$ cat src/rtl/udma_i2s_pkg.sv
// ============================================================================
// Module   : udma_i2s_pkg
// Purpose  : Shared encodings for the uDMA I2S RX packer.
// Revision : 1.0 - initial release
// ============================================================================
`default_nettype none

package udma_i2s_pkg;

  localparam logic [1:0] SZ_8  = 2'b00;
  localparam logic [1:0] SZ_16 = 2'b01;
  localparam logic [1:0] SZ_32 = 2'b10;

  localparam logic [1:0] DISABLED   = 2'd0;
  localparam logic [1:0] PACK       = 2'd1;
  localparam logic [1:0] FLUSH_WAIT = 2'd2;
  localparam logic [1:0] FLUSH      = 2'd3;

  localparam logic [1:0] DATASIZE_WORD = 2'b10;

  typedef logic [1:0] pack_state_t;

  // Reserved encoding 2'b11 behaves as 32-bit.
  function automatic logic [1:0] norm_size(input logic [1:0] sz);
    return (sz == 2'b11) ? SZ_32 : sz;
  endfunction

  // Index of the lane that completes a word for the given size.
  function automatic logic [1:0] last_lane_idx(input logic [1:0] sz);
    case (sz)
      SZ_8:    return 2'd3;
      SZ_16:   return 2'd1;
      default: return 2'd0;
    endcase
  endfunction

endpackage

`default_nettype wire

$ cat src/rtl/udma_i2s_rx_packer.sv
// ============================================================================
// Module   : udma_i2s_rx_packer
// Purpose  : Packs 8/16-bit LSB-aligned I2S samples into 32-bit words for uDMA.
// Revision : 1.0 - initial release
// ============================================================================
`default_nettype none

module udma_i2s_rx_packer
  import udma_i2s_pkg::*;
#(
  parameter int DATA_WIDTH = 32
) (
  input  logic                  sys_clk_i,
  input  logic                  sys_rst_i,
  input  logic                  cfg_en_i,
  input  logic [1:0]            cfg_sample_size_i,
  input  logic                  cfg_flush_i,
  input  logic [DATA_WIDTH-1:0] in_data_i,
  input  logic                  in_valid_i,
  output logic                  in_ready_o,
  output logic [DATA_WIDTH-1:0] out_data_o,
  output logic                  out_valid_o,
  input  logic                  out_ready_i,
  output logic [1:0]            out_datasize_o,
  output logic [1:0]            sts_lanes_o,
  output logic                  sts_flush_busy_o
);

  pack_state_t           state_q, state_d;
  logic [1:0]            lanes_q, lanes_d;
  logic [1:0]            size_q, size_d;
  logic [DATA_WIDTH-1:0] acc_q, acc_d;
  logic [DATA_WIDTH-1:0] out_data_q, out_data_d;
  logic                  out_valid_q, out_valid_d;

  logic [1:0]            eff_size;
  logic                  last_lane;
  logic                  out_free;
  logic                  in_ready;
  logic                  accept;
  logic [DATA_WIDTH-1:0] masked;
  logic [4:0]            shamt;
  logic [DATA_WIDTH-1:0] merged;

  // A new word takes its size from config; a word in progress keeps its latched size.
  assign eff_size  = (lanes_q == 2'd0) ? norm_size(cfg_sample_size_i) : size_q;
  assign last_lane = (lanes_q == last_lane_idx(eff_size));
  assign out_free  = ~out_valid_q | out_ready_i;
  assign in_ready  = cfg_en_i & (state_q == PACK) & ~(last_lane & out_valid_q & ~out_ready_i);
  assign accept    = in_valid_i & in_ready;

  always_comb begin
    masked = in_data_i;
    shamt  = 5'd0;
    case (eff_size)
      SZ_8: begin
        masked = {{(DATA_WIDTH-8){1'b0}}, in_data_i[7:0]};
        shamt  = {lanes_q, 3'b000};
      end
      SZ_16: begin
        masked = {{(DATA_WIDTH-16){1'b0}}, in_data_i[15:0]};
        shamt  = {lanes_q[0], 4'b0000};
      end
      default: begin
        masked = in_data_i;
        shamt  = 5'd0;
      end
    endcase
    merged = acc_q | (masked << shamt);
  end

  always_comb begin
    state_d     = state_q;
    lanes_d     = lanes_q;
    size_d      = size_q;
    acc_d       = acc_q;
    out_data_d  = out_data_q;
    out_valid_d = out_valid_q;

    if (out_valid_q && out_ready_i) begin
      out_valid_d = 1'b0;
    end

    case (state_q)
      DISABLED: begin
        acc_d   = '0;
        lanes_d = 2'd0;
        if (cfg_en_i) state_d = PACK;
      end
      PACK: begin
        if (!cfg_en_i) begin
          state_d = DISABLED;
          acc_d   = '0;
          lanes_d = 2'd0;
        end else begin
          if (accept) begin
            size_d = eff_size;
            if (last_lane) begin
              out_data_d  = merged;
              out_valid_d = 1'b1;
              acc_d       = '0;
              lanes_d     = 2'd0;
            end else begin
              acc_d   = merged;
              lanes_d = lanes_q + 2'd1;
            end
          end
          // The sample accepted this cycle is counted before deciding if the flush has data.
          if (cfg_flush_i && (lanes_d != 2'd0)) begin
            state_d = out_free ? FLUSH : FLUSH_WAIT;
          end
        end
      end
      FLUSH_WAIT: begin
        if (!cfg_en_i) begin
          state_d = DISABLED;
          acc_d   = '0;
          lanes_d = 2'd0;
        end else if (out_free) begin
          state_d = FLUSH;
        end
      end
      FLUSH: begin
        out_data_d  = acc_q;
        out_valid_d = 1'b1;
        acc_d       = '0;
        lanes_d     = 2'd0;
        state_d     = PACK;
      end
      default: begin
        state_d = DISABLED;
      end
    endcase
  end

  always_ff @(posedge sys_clk_i) begin
    if (sys_rst_i) begin
      state_q     <= DISABLED;
      lanes_q     <= 2'd0;
      size_q      <= SZ_8;
      acc_q       <= '0;
      out_data_q  <= '0;
      out_valid_q <= 1'b0;
    end else begin
      state_q     <= state_d;
      lanes_q     <= lanes_d;
      size_q      <= size_d;
      acc_q       <= acc_d;
      out_data_q  <= out_data_d;
      out_valid_q <= out_valid_d;
    end
  end

  assign in_ready_o       = in_ready;
  assign out_data_o       = out_data_q;
  assign out_valid_o      = out_valid_q;
  assign out_datasize_o   = DATASIZE_WORD;
  assign sts_lanes_o      = lanes_q;
  assign sts_flush_busy_o = (state_q == FLUSH_WAIT) || (state_q == FLUSH);

endmodule

`default_nettype wire
$ cat config.mk
export PLATFORM = sky130hd
export DESIGN_NAME = udma_i2s_rx_packer
export DESIGN_NICKNAME = d
export VERILOG_FILES = /design/src/rtl/udma_i2s_pkg.sv /design/src/rtl/udma_i2s_rx_packer.sv
export SDC_FILE = /design/constraint.sdc
export NUM_CORES = 1
export LEC_CHECK = 0
export ABC_AREA = 1
export CORE_UTILIZATION = 45
export CTS_CLUSTER_DIAMETER = 120
export DETAILED_ROUTE_END_ITERATION = 8
export DONT_BUFFER_PORTS = 1
export GPL_TIMING_DRIVEN = 1
export PLACE_DENSITY = 0.62
export SYNTH_ARGS = -nofsm -noshare
export SYNTH_HDL_FRONTEND = slang
export SYNTH_SLANG_ARGS = --single-unit
$ cat constraint.sdc
create_clock -name sys_clk_i -period 5.3 [get_ports sys_clk_i]
set_clock_uncertainty 0.2 [all_clocks]
set_input_delay 0.53 -clock sys_clk_i [delete_from_list [all_inputs] [get_ports sys_clk_i]]
set_output_delay 0.53 -clock sys_clk_i [all_outputs]
set_load 0.01 [all_outputs]
==> out/results.ini <==
[detailed_routing]
vias_per_cell=5.13
drt_iter0_markers=143
ant_nets=0
wl_um=7850
route.vias.total=2741
drt-pass1-iter-count=4
drc_errors=0
wl_per_cell_um=14.7

[placed_design]
place_congestion=0.903
placed_cells=518
dp_hpwl_um=5480
port_buffers=0

[clocking]
cts_tree=done
clockBufferDepth=2
clk_latency_ns=0.34
post_cts.repair.setup_buffers=0
cts-root-buf=clkbuf_8
cts_resized=0
h-tree-depth=3
clock-sinks=71
cts_buffers=9
cts_hold_buf=0
path_clk_slew_ns=0.08

[power]
p_leak_nw=1.50
combPwrFrac_pct=25.7
p_seq_share_pct=45.0
p_sw_share_pct=35.2
intPower_mw=0.984
p_switching_mw=0.534
p_per_area_mw_per_mm2=437
clkPwrFrac_pct=29.3
vdd_drop_max_uv=195

[timing]
fin_setup_tns_ns=0
fin_crit_sh_pct=73.3
clock.fmax_mhz=257
hold_viol_final=0
worstMarginPinSlew_ns=1.08
setup_viol=0
slew-limit-headroom_pct=27.9
drv_slew=0
timing.final.crit_period_ns=3.88
rsz0062_at_grt=no

[logic_synthesis]
synth_warnings=0
ys_types=29
syn-cell-area_sq_mm=0.00327
ys_ff_latch=71
ys_seq_area_share_pct=43.5
syn-instance-count=443
syn_nets=489
avgSynthCellArea_sq_um=7.38

[finish]
nets=479
syn2layout_area_growth_pct=6.16
fin_cells=534
num_antenna_cells=0
final_common_cell=a21oi_1
mostFrequentLayoutCells=a21oi_1 (85), nand2_1 (76), dfxtp_1 (71)
layout-drive-gt1-share_pct=9.13

[worst_setup_path]
slowest_stage=nand2_1
path_max_fanout=33
slowest_delay_ns=0.80
end_kind=flip-flop
crit_path_start_kind=flip-flop
crit_start=sts_lanes_o[0]
crit_top_cell=nand2_4
critPathRequiredTime_ns=5.29
crit_chain=inv_1 -> ha_1 -> inv_2 -> nand2_2 -> nand2_4 -> nor2_4 -> ha_1 -> inv_1 -> nand2_4 -> nand2_4 -> nand2_4 -> nand2_4 -> a21oi_4 -> buf_4 -> nand2_1 -> nand2_1 -> nor2_1
r2r_start=sts_lanes_o[0]
crit_arrival_ns=3.87
criticalPathCategory=flip-flop to flip-flop

[grt]
grt_start_max_net_pins=38
grt_pass1_wl_um=12400
grt_overflow=0
antenna_found_initial=0
grt_pass1_vias=2523
grtUsageTotal_pct=21.4

[die]
core_sq_mm=0.00691
die_width_um=87.2
io_pins=79
dieArea_sq_mm=0.00761
start_util_pct=47.3
num_rows=30
die_h_um=87.2

[run]
maxCapViolCount=0

[run_status]
status=finished clean

[min_path]
hold_path.class=input port to flip-flop
hold_start=sys_rst_i

## synthesized netlist by cell type, drive strengths merged
master | count | area share [%]
a21oi | 88 | 14
nand2 | 86 | 11
dfxtp | 71 | 43
inv | 49 | 5.6
nor2 | 43 | 5.2
o21ai | 39 | 6.3
buf | 17 | 3.8
a31oi | 9 | 1.7
o22ai | 8 | 1.5
clkbuf | 7 | 0.80
ha | 6 | 2.3
nor3 | 5 | 0.92
o31ai | 5 | 1.1
nand3 | 4 | 0.61
conb | 2 | 0.23
nand4 | 2 | 0.38
a21boi | 1 | 0.23
clkinv | 1 | 0.11
## final cells by class
cell class	instances	area (sq um)
inverter	50	188
tap	96	120
timing repair buffer	3	22.5
multi-input combinational	298	1510
clock buffer	11	151
clock inverter	5	56.3
fill	714	3440
sequential	71	1420
## state kept, by name, indices dropped and copies added, names as in the netlist
name and flops:
acc_q 32, out_data_o 32, out_valid_o 1, size_q 2
state_q 2, sts_lanes_o 2
## cells by family after synthesis
logic type | after synthesis | synth area share (%)
flops | 71 | 43.5
compound gates | 150 | 25.2
buf+inv | 74 | 10.3
other cells | 2 | 0.230
fa+ha+maj | 6 | 2.30
simple gates | 140 | 18.5
## critical path: cells and delay by family, from the launching register on
| family | cells | cell delay [ns] |
|---|---|---|
| buffers and inverters | 4 | 0.65 |
| flip-flops | 1 | 0.47 |
| adder cells (fa/ha/maj) | 2 | 0.55 |
| AND/OR/NAND/NOR | 10 | 1.73 |
| AO/OA/AOI/OAI | 1 | 0.11 |
## per-layer routing
metal,up-vias,global-route usage [%],wire length [um]
met2,89,29.3,3230
met5,-,0,0
met4,0,11.5,170
met1,1196,29.7,3880
met3,15,6.54,574
li1,1441,-,-
## power by group through the flow
stage               Clock [mW]  Sequential, mW  Combinational [mW]
global route             0.477           0.694               0.443
global placement             0           0.694               0.381
detailed placement           0           0.696               0.385
finish                   0.445           0.683               0.389
floorplan                    0           0.684               0.334
CTS                      0.454           0.684               0.387
## path summary, 6_finish.rpt
| path | slack [ns] | endpoint | cells after the start |
|---|---|---|---|
| hold / removal | 0.05 | sts_lanes_o[1] | 1 |
| setup reg to reg | 1.42 | acc_q[26] | 17 |
| hold reg to reg | 0.26 | acc_q[14] | 2 |
| setup / recovery | 1.42 | acc_q[26] | 17 |
## per-stage QoR
stage               total power [mW]  instance area, sq um  hold WS, ns  setup slack, ns  utilization, %
global placement                1.08                  3260        0.246             1.60            47.2
global route                    1.61                  3470       0.0358             1.08            50.3
detailed placement              1.08                  3260        0.248             1.43            47.2
CTS                             1.53                  3470       0.0355             1.45            50.3
floorplan                       1.02                  3270        0.229             2.60               -
finish                          1.52                  3470       0.0479             1.42            50.3
No activity file was read; power rests on OpenSTA's default activity.
